==> config.mk <==
export PLATFORM = sky130hd
export DESIGN_NAME = preg_free_list
export DESIGN_NICKNAME = d
export VERILOG_FILES = /design/src/rtl/preg_free_list.sv
export SDC_FILE = /design/constraint.sdc
export NUM_CORES = 1
export LEC_CHECK = 0
export BUFFER_PORTS_ARGS = -buffer_cell sky130_fd_sc_hd__buf_2
export CORE_MARGIN = 4
export CORE_UTILIZATION = 65
export DETAILED_ROUTE_END_ITERATION = 7
export MAX_ROUTING_LAYER = met4
export PLACE_DENSITY = 0.94
export SETUP_SLACK_MARGIN = 0.1
export SLEW_MARGIN = 20
export SYNTH_ARGS = -nofsm -noshare
export SYNTH_HDL_FRONTEND = slang
export SYNTH_SLANG_ARGS = --single-unit
export TNS_END_PERCENT = 1
==> constraint.sdc <==
create_clock -name clk -period 7.83 [get_ports clk]
set_input_delay 1.566 -clock clk [delete_from_list [all_inputs] [get_ports clk]]
set_output_delay 1.566 -clock clk [all_outputs]
set_load 0.02 [all_outputs]
==> src/rtl/preg_free_list.sv <==
// Circular free list of physical registers for rename: up to two allocations
// and two returns per cycle, with a sticky protocol-error flag.
module preg_free_list #(
    parameter int P_REGISTERS  = 64,
    parameter int L_REGS       = 8,
    parameter int P_ADDR_WIDTH = $clog2(P_REGISTERS),
    parameter int DEPTH        = P_REGISTERS - L_REGS,
    parameter int CNT_W        = $clog2(DEPTH + 1)
) (
    input  logic                    clk,
    input  logic                    rst_n,
    input  logic                    pop_1,
    input  logic                    pop_2,
    output logic [P_ADDR_WIDTH-1:0] free_preg_1,
    output logic [P_ADDR_WIDTH-1:0] free_preg_2,
    output logic                    one_free,
    output logic                    two_free,
    output logic [CNT_W-1:0]        free_cnt,
    input  logic                    rel_valid_1,
    input  logic [P_ADDR_WIDTH-1:0] rel_preg_1,
    input  logic                    rel_valid_2,
    input  logic [P_ADDR_WIDTH-1:0] rel_preg_2,
    output logic                    err
);

    localparam int PTR_W = (DEPTH > 1) ? $clog2(DEPTH) : 1;
    localparam int CW    = CNT_W + 2;

    logic [P_ADDR_WIDTH-1:0] mem_q [DEPTH];
    logic [PTR_W-1:0]        head_q, head_d;
    logic [PTR_W-1:0]        tail_q, tail_d;
    logic [CNT_W-1:0]        cnt_q, cnt_d;
    logic                    err_q, err_d;

    logic [1:0]       npop, npop_eff, nrel, nrel_eff;
    logic             bad_pop, pop_ok, rel_ok;
    logic [CW-1:0]    cnt_ext, cnt_after_pop, cnt_after_all;
    logic [PTR_W-1:0] head_p1, tail_p1, wr2_idx;
    logic             wr1_en, wr2_en;

    // DEPTH is not a power of two, so wrap is an explicit compare against DEPTH-1.
    function automatic logic [PTR_W-1:0] ptr_add(input logic [PTR_W-1:0] p,
                                                  input logic [1:0]       n);
        logic [PTR_W:0] s;
        s = (PTR_W+1)'(p) + (PTR_W+1)'(n);
        if (s > (PTR_W+1)'(DEPTH - 1)) begin
            s = s - (PTR_W+1)'(DEPTH);
        end
        return PTR_W'(s);
    endfunction

    always_comb begin
        npop    = {1'b0, pop_1} + {1'b0, pop_2};
        nrel    = {1'b0, rel_valid_1} + {1'b0, rel_valid_2};
        bad_pop = pop_2 & ~pop_1;
        cnt_ext = CW'(cnt_q);

        // Same-cycle releases are never counted as poppable stock.
        pop_ok   = ~bad_pop & ~(CW'(npop) > cnt_ext);
        npop_eff = pop_ok ? npop : 2'd0;

        cnt_after_pop = cnt_ext - CW'(npop_eff);
        cnt_after_all = cnt_after_pop + CW'(nrel);
        rel_ok        = (cnt_after_all <= CW'(DEPTH));
        nrel_eff      = rel_ok ? nrel : 2'd0;

        head_p1 = ptr_add(head_q, 2'd1);
        tail_p1 = ptr_add(tail_q, 2'd1);

        // Port 2 lands at tail when port 1 is idle, otherwise right behind it.
        wr1_en  = rel_ok & rel_valid_1;
        wr2_en  = rel_ok & rel_valid_2;
        wr2_idx = rel_valid_1 ? tail_p1 : tail_q;

        head_d = ptr_add(head_q, npop_eff);
        tail_d = ptr_add(tail_q, nrel_eff);
        cnt_d  = rel_ok ? CNT_W'(cnt_after_all) : CNT_W'(cnt_after_pop);
        err_d  = err_q | ~pop_ok | ~rel_ok;
    end

    always_ff @(posedge clk or negedge rst_n) begin
        if (!rst_n) begin
            for (int unsigned i = 0; i < unsigned'(DEPTH); i++) begin
                mem_q[i] <= P_ADDR_WIDTH'(unsigned'(L_REGS) + i);
            end
            head_q <= '0;
            tail_q <= '0;
            cnt_q  <= CNT_W'(DEPTH);
            err_q  <= 1'b0;
        end else begin
            if (wr1_en) begin
                mem_q[tail_q] <= rel_preg_1;
            end
            if (wr2_en) begin
                mem_q[wr2_idx] <= rel_preg_2;
            end
            head_q <= head_d;
            tail_q <= tail_d;
            cnt_q  <= cnt_d;
            err_q  <= err_d;
        end
    end

    assign free_preg_1 = mem_q[head_q];
    assign free_preg_2 = mem_q[head_p1];
    assign one_free    = (cnt_q != '0);
    assign two_free    = (cnt_q >= CNT_W'(2));
    assign free_cnt    = cnt_q;
    assign err         = err_q;

endmodule

==> results_dict.tcl <==
set metrics [dict create \
    status "finished with violations" \
    violations "design-rule violations" \
    final_layout_size_suffix_gt1_share_pct 49.68 \
    dieArea_sq_mm 0.04430 \
    fmax_ghz 0.1371 \
    core_sq_mm 0.04010 \
    p_per_area_mw_per_mm2 460.7 \
    cts-root-buf "clkbuf_16" \
    ys.flop_type "dfstp_2" \
    arrival_ps 5730 \
    synth_edf_count 0 \
    drt_first_pass_iters 8 \
    p_clk_share_pct 15.4 \
    num-nets-final 2028 \
    dpl.hpwl_um 49340 \
    rsz0062_at_grt "no" \
    startpoint "head_q[0]" \
    grt_antenna_before_repair 2 \
    min_path_type "register to register" \
    crit_chain "nand3_1 > xnor2_1 > clkinv_1 > ha_1 > a31oi_1 > o311a_1 > buf_4 > nor4_1 > o41ai_1 > o211ai_1 > o21a_1 > buf_2" \
    crit_required_ps 6260 \
    cp_top_family "compound AO/OA/AOI/OAI gates" \
    regToRegEndpoint "tail_q[3]" \
    avgViaCountPerCell 7.799 \
    vdd_drop_max_v 0.0005673 \
    maxCapViolCount 0 \
    cts.sinks 355 \
    fillCellCount 2416 \
    grt_pass1_wl_um 123000 \
    seq_area_sq_mm 0.009121 \
    endpoint_kind "output port" \
    vias 19840 \
    ys_types 73 \
    core.rowCount 73 \
    port_buffers 38 \
    hold_buffers 0 \
    die_y_um 210.5 \
    syn_nets 2117 \
    swShare_pct 45.43 \
    routed_wl_um 80070 \
    synthTopCellsByCount "375 x mux2_2, 300 x mux2_1, 184 x mux4_2" \
    insertion_delay_ps 590 \
    synth_most_common_cell "mux2_2" \
    synth_top_area_share_pct 18.04 \
    overflow 0 \
    cts_setup_buffers 0 \
    p_sw_uw 5956 \
    initial_core_util_pct 66.46 \
    cp-start-kind "register" \
    yosysWarnings 0 \
    cts-htree-levels 2 \
    wire_per_inst_um 31.47 \
    area.growth.synth_to_final_pct 6.785 \
    cp_max_fo 35 \
    period_share_pct 93.14 \
    cts_tree "yes" \
    syn-mean-instance-area_sq_um 12.87 \
    hold-path-endpoint "err" \
    drcViolationCount 226 \
    r2r_start "free_cnt[1]" \
    place.gp.congestion 1.084 \
    regToRegSetupSlack_ps 1750 \
    critical_path_class "register to output port" \
    r2r_cells 24 \
    ys_ff_latch 355 \
    clock_path_buffers 3 \
    hold_violations 0 \
    tightest_slew_ps 1169 \
    finalMaxSlewViolations 0 \
    path_buf_inv 3 \
    multi_input_area_sq_mm 0.01670 \
    synth_area_sq_mm 0.02665 \
    min-delay-start "err" \
    fin_area_sq_mm 0.02846 \
    crit_path_max_incr_delay_ps 830 \
    synthCells 2071 \
    dpl-instance-area_sq_mm 0.02701 \
    synthTopCellsByArea "dfstp_2 18%, dfrtp_1 16%, mux2_2 16%, mux4_2 16%, mux2_1 13%" \
    ios 39 \
    die_w_um 210.5 \
    cpMaxStageDelayCell "dfrtp_4" \
    post-route-min-period_ps 7293 \
    ant_nets 0 \
    seqPwrFrac_pct 27.6 \
    p_int_uw 7153 \
    slew_headroom_pct 22.09 \
    grt_util_all_layers_pct 36.83 \
    final-setup-viol-count 0 \
    clk_pin_slew_ps 60 \
    ctsResizeCount 0 \
    yosysSeqAreaShare_pct 34.20 \
    power_frac_comb_pct 57.0 \
    holdWs_ps 478.2 \
    tns_ps 0 \
    grt_pass1_vias 19670 \
    grt_max_degree 149 \
    p_leak_uw 0.01121 \
    yosys.area.top_type "dfstp_2" \
    worstHoldPathCells 1 \
    cts_buffers 41 \
    async_flop_share_pct 100.0 \
    worst_clock_skew_ps 23.62 \
    drt_iter0_drc 2914 \
]
==> layout make-up <==
class	instances	share of cell area, %
Antenna cell	4	0.03518
Timing Repair Buffer	64	1.671
Multi-Input combinational cell	1494	58.70
Inverter	26	0.3430
Clock buffer	65	4.344
Sequential cell	355	32.05
Clock inverter	11	0.5452
Tap cell	525	2.308
==> worst register-to-register path, stage by stage (launching register included) <==
cell and delay [ps]:
dfrtp_1 430, inv_1 100, ha_1 320, a21o_1 170
a31o_2 210, nor2_1 130, ha_1 200, inv_1 70
fa_1 560, inv_1 80, fa_1 450, nand2b_1 240
a211oi_1 510, a311oi_4 90, nor2_1 550, nor2b_1 140
ha_1 250, fa_1 410, nand3_1 130, xnor2_1 150
ha_1 260, nand4_1 110, a21oi_1 70, or3_1 300
o21ai_0 70
==> stage by stage <==
step	utilization [%]	std cells	power [uW]	setup WS, ps
after floorplan	-	2071	8712	796.2
after global placement	67.37	2464	10270	753.0
after detailed placement	67.37	2464	10620	456.1
after CTS	70.84	2540	12760	757.1
after global routing	70.96	2542	13520	391.6
final	70.97	2544	13110	537.3
==> registers in the layout, indices dropped and copies added (netlist names) <==
signal	cells
err	1
free_cnt	6
head_q	6
mem_q	336
tail_q	6
==> cell families after synthesis <==
kind of cell | Yosys count | synth area share (%)
AND/OR/NAND/NOR | 355 | 7.362
AO/OA/AOI/OAI | 211 | 7.837
flip-flops | 355 | 34.20
multiplexers | 877 | 44.75
adder cells (fa/ha/maj) | 28 | 1.427
XOR/XNOR | 23 | 0.8405
buffers and inverters | 222 | 3.587
==> layout by cell type (no fill, tap or decap), types with 15 or more instances in the layout <==
master	count
mux4_2	184
o21ai_4	49
nor3_2	46
o21ai_0	18
a31oi_1	43
inv_1	24
buf_4	34
clkbuf_16	41
ha_1	23
nand3_1	17
nand2_1	111
a21oi_1	15
dfstp_2	183
buf_2	25
nor4_1	44
mux2_2	375
mux2_1	300
dfrtp_1	169
xnor2_1	15
mux2i_1	18
nor2_1	70
==> layer usage <==
layer	wire length (um)	track usage, %
met2	36320	55.08
met3	10750	11.83
met4	4401	14.20
met1	28600	47.39
met5	0	-
==> power by group through the flow <==
stage / clock network, uW / logic [uW] / registers (uW)
3_5_place_dp: 0 / 7040 / 3580
2_1_floorplan: 0 / 5540 / 3180
4_1_cts: 2020 / 7160 / 3570
5_1_grt: 2100 / 7740 / 3690
6_report: 2020 / 7470 / 3620
3_3_place_gp: 0 / 6800 / 3470
==> worst max path at each step <==
| stage | end | slack (ps) | cells past startpoint |
|---|---|---|---|
| final | free_preg_2[2] | 540 | 12 |
| after CTS | free_preg_2[5] | 760 | 12 |
| after floorplan | tail_q[3] | 800 | 28 |
| after global placement | tail_q[3] | 750 | 26 |
| after detailed placement | tail_q[3] | 460 | 26 |
| after global routing | free_preg_2[2] | 390 | 12 |
Power figures use the tool's default switching activity.
